==> config.mk <==
export PLATFORM = sky130hd
export DESIGN_NAME = atom_tape_player
export DESIGN_NICKNAME = d
export VERILOG_FILES = /design/src/rtl/atom_tape_pkg.sv /design/src/rtl/atom_tape_tick.sv /design/src/rtl/atom_tape_player.sv
export SDC_FILE = /design/constraint.sdc
export NUM_CORES = 1
export LEC_CHECK = 0
export ABC_AREA = 1
export CAP_MARGIN = 20
export CORE_ASPECT_RATIO = 0.75
export CORE_MARGIN = 3
export CORE_UTILIZATION = 40
export DETAILED_ROUTE_END_ITERATION = 10
export DONT_BUFFER_PORTS = 1
export SYNTH_ARGS = -nofsm -noshare
export SYNTH_HDL_FRONTEND = slang
export SYNTH_SLANG_ARGS = --single-unit
==> constraint.sdc <==
create_clock -name clk_sys -period 2.3 [get_ports clk_sys]
set_input_delay 0.69 -clock clk_sys [delete_from_list [all_inputs] [get_ports clk_sys]]
set_output_delay 0.69 -clock clk_sys [all_outputs]
set_load 0.05 [all_outputs]
==> src/rtl/atom_tape_pkg.sv <==
// Shared types and constants for the Atom CUTS 300-baud tape player.
package atom_tape_pkg;

    typedef enum logic [2:0] {
        IDLE,
        LEADER,
        START,
        DATA,
        STOP,
        MARK
    } state_t;

    localparam int TICKS_PER_BIT = 16;
    localparam int TONE_HZ_BASE  = 4800;

    // Prescaler terminal count for a 4800 Hz tick (two ticks per 2400 Hz cycle).
    function automatic int tick_div(input int clk_hz);
        return clk_hz / TONE_HZ_BASE;
    endfunction

endpackage

==> src/rtl/atom_tape_tick.sv <==
// 4800 Hz tick prescaler plus the 16-tick bit-time counter of the tape player.
module atom_tape_tick
    import atom_tape_pkg::*;
#(
    parameter int TICK_DIV = 10
) (
    input  logic clk_sys,
    input  logic reset,
    input  logic clear,
    output logic tick,
    output logic tick2,
    output logic bit_end
);

    localparam int PW = (TICK_DIV > 1) ? $clog2(TICK_DIV) : 1;

    logic [PW-1:0] pre_cnt;
    logic [3:0]    tick_cnt;

    assign tick    = (pre_cnt == PW'(TICK_DIV - 1));
    // Every second tick of a bit: the half-period edge of the 1200 Hz tone.
    assign tick2   = tick && tick_cnt[0];
    assign bit_end = tick && (tick_cnt == 4'(TICKS_PER_BIT - 1));

    always_ff @(posedge clk_sys) begin
        if (reset || clear) begin
            pre_cnt  <= '0;
            tick_cnt <= '0;
        end else if (tick) begin
            pre_cnt  <= '0;
            tick_cnt <= tick_cnt + 4'd1;
        end else begin
            pre_cnt  <= pre_cnt + 1'b1;
        end
    end

endmodule

==> src/rtl/atom_tape_player.sv <==
// Byte stream to Atom CUTS tape tone encoder: leader, then start/8 data/stop frames.
module atom_tape_player
    import atom_tape_pkg::*;
#(
    parameter int CLK_HZ      = 50000000,
    parameter int LEADER_BITS = 600,
    parameter int STOP_BITS   = 1
) (
    input  logic       clk_sys,
    input  logic       reset,
    input  logic       enable,
    input  logic [7:0] s_data,
    input  logic       s_valid,
    output logic       s_ready,
    output logic       cas_out,
    output logic       active,
    output logic       underrun
);

    localparam int TICK_DIV = tick_div(CLK_HZ);

    state_t      state;
    logic [15:0] bit_cnt;
    logic [7:0]  shift;
    logic        seen_byte;

    logic tick;
    logic tick2;
    logic bit_end;
    logic prescale_clear;
    logic last_bit;
    logic boundary;
    logic space_bit;

    assign prescale_clear = (state == IDLE) || !enable;

    atom_tape_tick #(.TICK_DIV(TICK_DIV)) u_tick (
        .clk_sys (clk_sys),
        .reset   (reset),
        .clear   (prescale_clear),
        .tick    (tick),
        .tick2   (tick2),
        .bit_end (bit_end)
    );

    assign last_bit  = (bit_cnt == 16'd1);
    assign boundary  = bit_end && (((state == LEADER || state == STOP) && last_bit)
                                   || state == MARK);
    assign s_ready   = boundary && enable && !reset;
    assign active    = (state != IDLE);
    assign space_bit = (state == START) || (state == DATA && !shift[0]);

    // NOTE: all state here is updated with <= so every branch reads the pre-edge values.
    always_ff @(posedge clk_sys) begin
        if (reset) begin
            state     <= IDLE;
            bit_cnt   <= '0;
            shift     <= '0;
            seen_byte <= 1'b0;
            underrun  <= 1'b0;
            cas_out   <= 1'b0;
        end else if (!enable) begin
            state   <= IDLE;
            cas_out <= 1'b0;
        end else if (state == IDLE) begin
            state     <= LEADER;
            bit_cnt   <= 16'(LEADER_BITS);
            seen_byte <= 1'b0;
            underrun  <= 1'b0;
            cas_out   <= 1'b1;
        end else if (bit_end) begin
            // Each bit is whole tone cycles, so every bit starts high.
            cas_out <= 1'b1;
            case (state)
                LEADER, STOP: if (!last_bit) bit_cnt <= bit_cnt - 16'd1;
                START: begin
                    state   <= DATA;
                    bit_cnt <= 16'd8;
                end
                DATA: begin
                    shift <= shift >> 1;
                    if (last_bit) begin
                        state   <= STOP;
                        bit_cnt <= 16'(STOP_BITS);
                    end else begin
                        bit_cnt <= bit_cnt - 16'd1;
                    end
                end
                default: ;
            endcase
            if (boundary) begin
                if (s_valid) begin
                    state     <= START;
                    shift     <= s_data;
                    seen_byte <= 1'b1;
                end else begin
                    state <= MARK;
                    if (seen_byte) underrun <= 1'b1;
                end
            end
        end else if (space_bit ? tick2 : tick) begin
            cas_out <= !cas_out;
        end
    end

endmodule

# == After elaboration in Yosys (flattened, before gate mapping) ==
# Index checks and enable logic that the tools add are counted.
# word_totals
regBits,48
inputBits,12
wordCells,89
# op_classes
n_addsub,3
n_eq_ne,12
muxes,27
n_bitwise,2
n_reduce_logical,36
# ops
op,count
16-bit two-way mux,4
16-bit one-hot mux with 3 select lines,1
8-bit two-way mux,3
"16-bit by 1-bit == test with 1-bit output, second input constant",1
"16-bit by 1-bit subtractor with 16-bit output, second input constant",1
1-bit two-way mux,15
"14-bit by 1-bit adder with 14-bit output, second input constant",1
"14-bit == test, second input constant",1
3-bit two-way mux,3
3-bit AND reduction,3
3-bit nonzero test,3
4-bit AND reduction,2
2-bit nonzero test,4
4-bit nonzero test,2
1-bit logical AND,7
"3-bit by 2-bit == test with 1-bit output, second input constant",2
"3-bit == test, second input constant",2
"3-bit inequality test, second input constant",2
3-bit one-hot mux with 2 select lines,1
2-bit OR reduction,3
1-bit logical OR,5
5-bit AND reduction,1
"4-bit by 1-bit adder with 4-bit output, second input constant",1
"4-bit == test, second input constant",1
7 further kinds,11

# == Depth between registers and ports, before layout ==
# Gate-level depths: netlist of run 1.
# logic_depth
depth_word,8
depth_mapped,15

# == By module ==
# Synthesis of run 1 repeated with hierarchy kept, for this count alone.
# unflattened
cells_unflattened,468
hier_area_um2,2885.3
# modules_own_cells
module,instances,cells_per_inst,area_per_inst_um2,seq_area_each_um2
atom_tape_player,1,333,1945.6,600.6
atom_tape_tick,1,135,939.7,360.3

# == Worst setup path before layout of run 1 ==
# Ideal clock, no wire load.
# synth_timing
path_kind,reg-to-output
startpoint,reg u_tick.pre_cnt[0]
endpoint,out s_ready
t_arrival_ns,1.802
setup_slack_ns,-0.192
stages_incl_launch_ff,10
cell_sequence,dfxtp_1 ha_1 nand2_1 nor2_1 nand2_1 inv_1 nand3_2 nor2_4 nand2_1 nor2_1
# synth_via
elab_chain_len,5
# synth_lines
item,line,text
start: declaration,atom_tape_tick.sv:17,logic [PW-1:0] pre_cnt;
start signal: assignment,atom_tape_tick.sv:33,pre_cnt <= pre_cnt + 1'b1;
14-bit == test,atom_tape_tick.sv:20,assign tick = (pre_cnt == PW'(TICK_DIV - 1));
1-bit logical AND,atom_tape_tick.sv:23,assign bit_end = tick && (tick_cnt == 4'(TICKS_PER_BIT - 1));
1-bit logical AND,atom_tape_player.sv:47,assign boundary = bit_end && (((state == LEADER || state == STOP) && last_bit)
1-bit logical AND (2 in a row),atom_tape_player.sv:49,assign s_ready = boundary && enable && !reset;
end: declaration,atom_tape_player.sv:14,"output logic s_ready,"
# No other way between the ends.

# == Worst setup path after layout of run 1 ==
# Same ends and word-level chain as after synthesis.

==> results of run 1 <==
[where the power goes]
group          switching, mW  internal (mW)  total (mW)
registers             0.0244          0.848       0.873
clock network          0.290          0.323       0.613
logic                  0.160         0.0788       0.239
total                  0.474           1.25        1.72
[state kept, by name, summed over array words and instances, names as in the netlist]
name,flops
underrun,1
u_tick.tick_cnt,4
u_tick.pre_cnt,14
state,3
cas_out,1
bit_cnt,16
seen_byte,1
shift,8
[critical path, delay by kind of cell, from the launching register on]
family | cells | cell delay (ps)
buf+inv | 2 | 200
fa+ha+maj | 1 | 150
simple gates | 7 | 630
flops | 1 | 370
[metrics by stage]
step | hold WS (ps) | utilization | std cells | cell area (um^2)
floorplan | 413.2 | - | 493 | 3015
global placement | 423.8 | 0.4502 | 594 | 3178
detailed placement | 440.5 | 0.4502 | 594 | 3178
CTS | 432.1 | 0.4853 | 617 | 3426
global route | 423.2 | 0.4899 | 618 | 3458
finish | 439.5 | 0.4899 | 618 | 3458
[cell usage after synthesis, drive strengths merged]
master / n / area share
nand2: 181 / 0.24
nor2: 88 / 0.13
inv: 59 / 0.074
dfxtp: 48 / 0.32
nand3: 36 / 0.066
a21oi: 31 / 0.059
xor2: 12 / 0.035
o21ai: 10 / 0.017
nor3: 7 / 0.013
buf: 5 / 0.015
ha: 4 / 0.017
clkbuf: 3 / 0.0037
clkinv: 2 / 0.0029
nand4: 2 / 0.0042
and3: 1 / 0.0021
nor3b: 1 / 0.0025
nor4: 1 / 0.0021
o22ai: 1 / 0.0021
xnor2: 1 / 0.0029
[cells by family after synthesis]
| family | after synthesis |
|---|---|
| xor+xnor | 13 |
| flops | 48 |
| compound gates | 42 |
| buf+inv | 69 |
| fa+ha+maj | 4 |
| simple gates | 317 |
[final cells by class]
cell class                      count  area (um^2)
Tap cell                           98        122.6
Fill cell                         756         3601
Multi-Input combinational cell    376         1814
Sequential cell                    48        964.7
Clock buffer                        6        72.57
Timing Repair Buffer               27        219.0
Clock inverter                      2        35.03
Inverter                           61        230.2
[what timing repair did]
action                     CTS  global route
gates resized for setup      8             9
setup endpoints to repair    1             2
buffers inserted            15             2
pin swaps                    7             7
[worst max path at each step]
stage / startpoint / to / slack (ps) / cells past startpoint
3_5_place_dp: u_tick.pre_cnt[0] / s_ready / 140 / 10
5_1_grt: u_tick.pre_cnt[0] / s_ready / -140 / 10
6_report: u_tick.pre_cnt[0] / s_ready / -40 / 10
2_1_floorplan: u_tick.pre_cnt[0] / s_ready / 30 / 9
4_1_cts: u_tick.pre_cnt[1] / s_ready / -100 / 10
3_3_place_gp: u_tick.pre_cnt[0] / s_ready / 170 / 10
[routing by layer]
layer	wire (um)	up-vias	global-route usage
met3	405	4	0.03574
met5	0	-	0
met1	4100	1315	0.2798
met2	3061	61	0.2535
met4	37	0	0.04269
li1	-	1572	-
==> flow_metrics.tcl, run 1 <==
set metrics [dict create \
    fmax_mhz 427.0 \
    syn-cell-area_mm2 0.003013 \
    n_antenna_cell 0 \
    crit_type "register to output pin" \
    hold_depth 1 \
    crit_slowest_cell "dfxtp_2" \
    violations "setup timing" \
    track_usage 0.1810 \
    cp_common_cell "nor2_4" \
    hold_buffers 0 \
    drv_cap 0 \
    final.setup.tns_ps -42.18 \
    clock-root-buffer "clkbuf_8" \
    ff2ff_path_depth 16 \
    arrival_ps 1650 \
    clock_latency_ps 300 \
    seq_area_frac_synth 0.3189 \
    period_needed_ps 2342 \
    vias 2952 \
    dieArea_mm2 0.008620 \
    syn_nets 509 \
    first_global_vias 2691 \
    synth.area.mux_share 0 \
    ant_nets 0 \
    io_buffers 0 \
    dp_slack_ps 140.9 \
    drv_slew 0 \
    leakage_nw 1.562 \
    ys_warn_count 0 \
    fp.dieW_um 106.2 \
    grt-ovfl-total 0 \
    critPathLaunchType "register" \
    fin_skew_ps 7.210 \
    yosysUniqueCellTypes 33 \
    setup_viol_count_final 1 \
    syn2layout_area_growth_pct 14.78 \
    synth_top_family_by_area "simple AND/OR/NAND/NOR gates" \
    grt_pass1_wl_mm 12.65 \
    path_cells "ha_4 > nand2_4 > nor2_4 > nand2_2 > inv_2 > nand3_2 > nor2_4 > nand2_2 > nor2_4 > buf_12" \
    fin_ws_ps -42.18 \
    final_cell_mix "nand2_1 (169), nor2_1 (75), inv_1 (48)" \
    dr.pass1.iters 5 \
    cts_buffers 5 \
    dp_hpwl_mm 5.463 \
    vias_per_cell 4.777 \
    ir_drop_mv 0.2294 \
    r2r-start "u_tick.pre_cnt[0]" \
    nNetsFinal 535 \
    clock-sinks 48 \
    ctsHtreeMaxLevel 2 \
    required_ps 1610 \
    synth-compound-area-share 0.07766 \
    grt_start_max_net_pins 18 \
    clk_pin_slew_ps 90 \
    synth_simple_gate_area_frac 0.4543 \
    critical_path.max_stage_delay_ps 370 \
    io-pin-count 16 \
    final_common_cell "nand2_1" \
    initial_core_util 0.4268 \
    antenna_found_initial 0 \
    core_area_mm2 0.007059 \
    rows 26 \
    min_from "reset" \
    first_iter_violations 252 \
    clockBufferDepth 2 \
    syn_area_per_cell_um2 6.111 \
    worstMarginPinSlew_ps 549.3 \
    drive_gt1_frac 0.1673 \
    drt_drc_violations_left 0 \
    r2r_end "u_tick.pre_cnt[4]" \
    slew_headroom 0.6333 \
    post_drt_wl_per_cell_um 12.31 \
    gp_routability_congestion 0.8913 \
    finalHoldViolCount 0 \
    routed_wl_mm 7.605 \
    cts_tree "built" \
    p_total_mw 1.725 \
    path_max_fanout 2 \
    powerDensity_mw_per_mm2 498.7 \
    endpoint_kind "output pin" \
    die_h_um 81.16 \
    synthXorXnorAreaFrac 0.03779 \
    regToRegSetupSlack_ps 80 \
    min_path_type "input port to register" \
    ys_seq_elements 48 \
    rsz0062_at_grt "true" \
    status "finished with violations" \
    fin_crit_sh 1.018 \
    hold-path-endpoint "bit_cnt[14]" \
    syn_inst 493 \
    synth-adder-area-share 0.01661 \
]
No activity file was read; power rests on OpenSTA's default activity.
==> run 2, diff against run 1 <==
- SKIP_LAST_GASP: not set -> 1
==> results of run 2 <==
Final layout, timing and power as in run 1 (identical DEF).
==> run 3, diff against run 2 <==
- CTS_CLUSTER_DIAMETER: not set -> 150
==> results of run 3 <==
Final layout, timing and power as in run 1 (identical DEF).
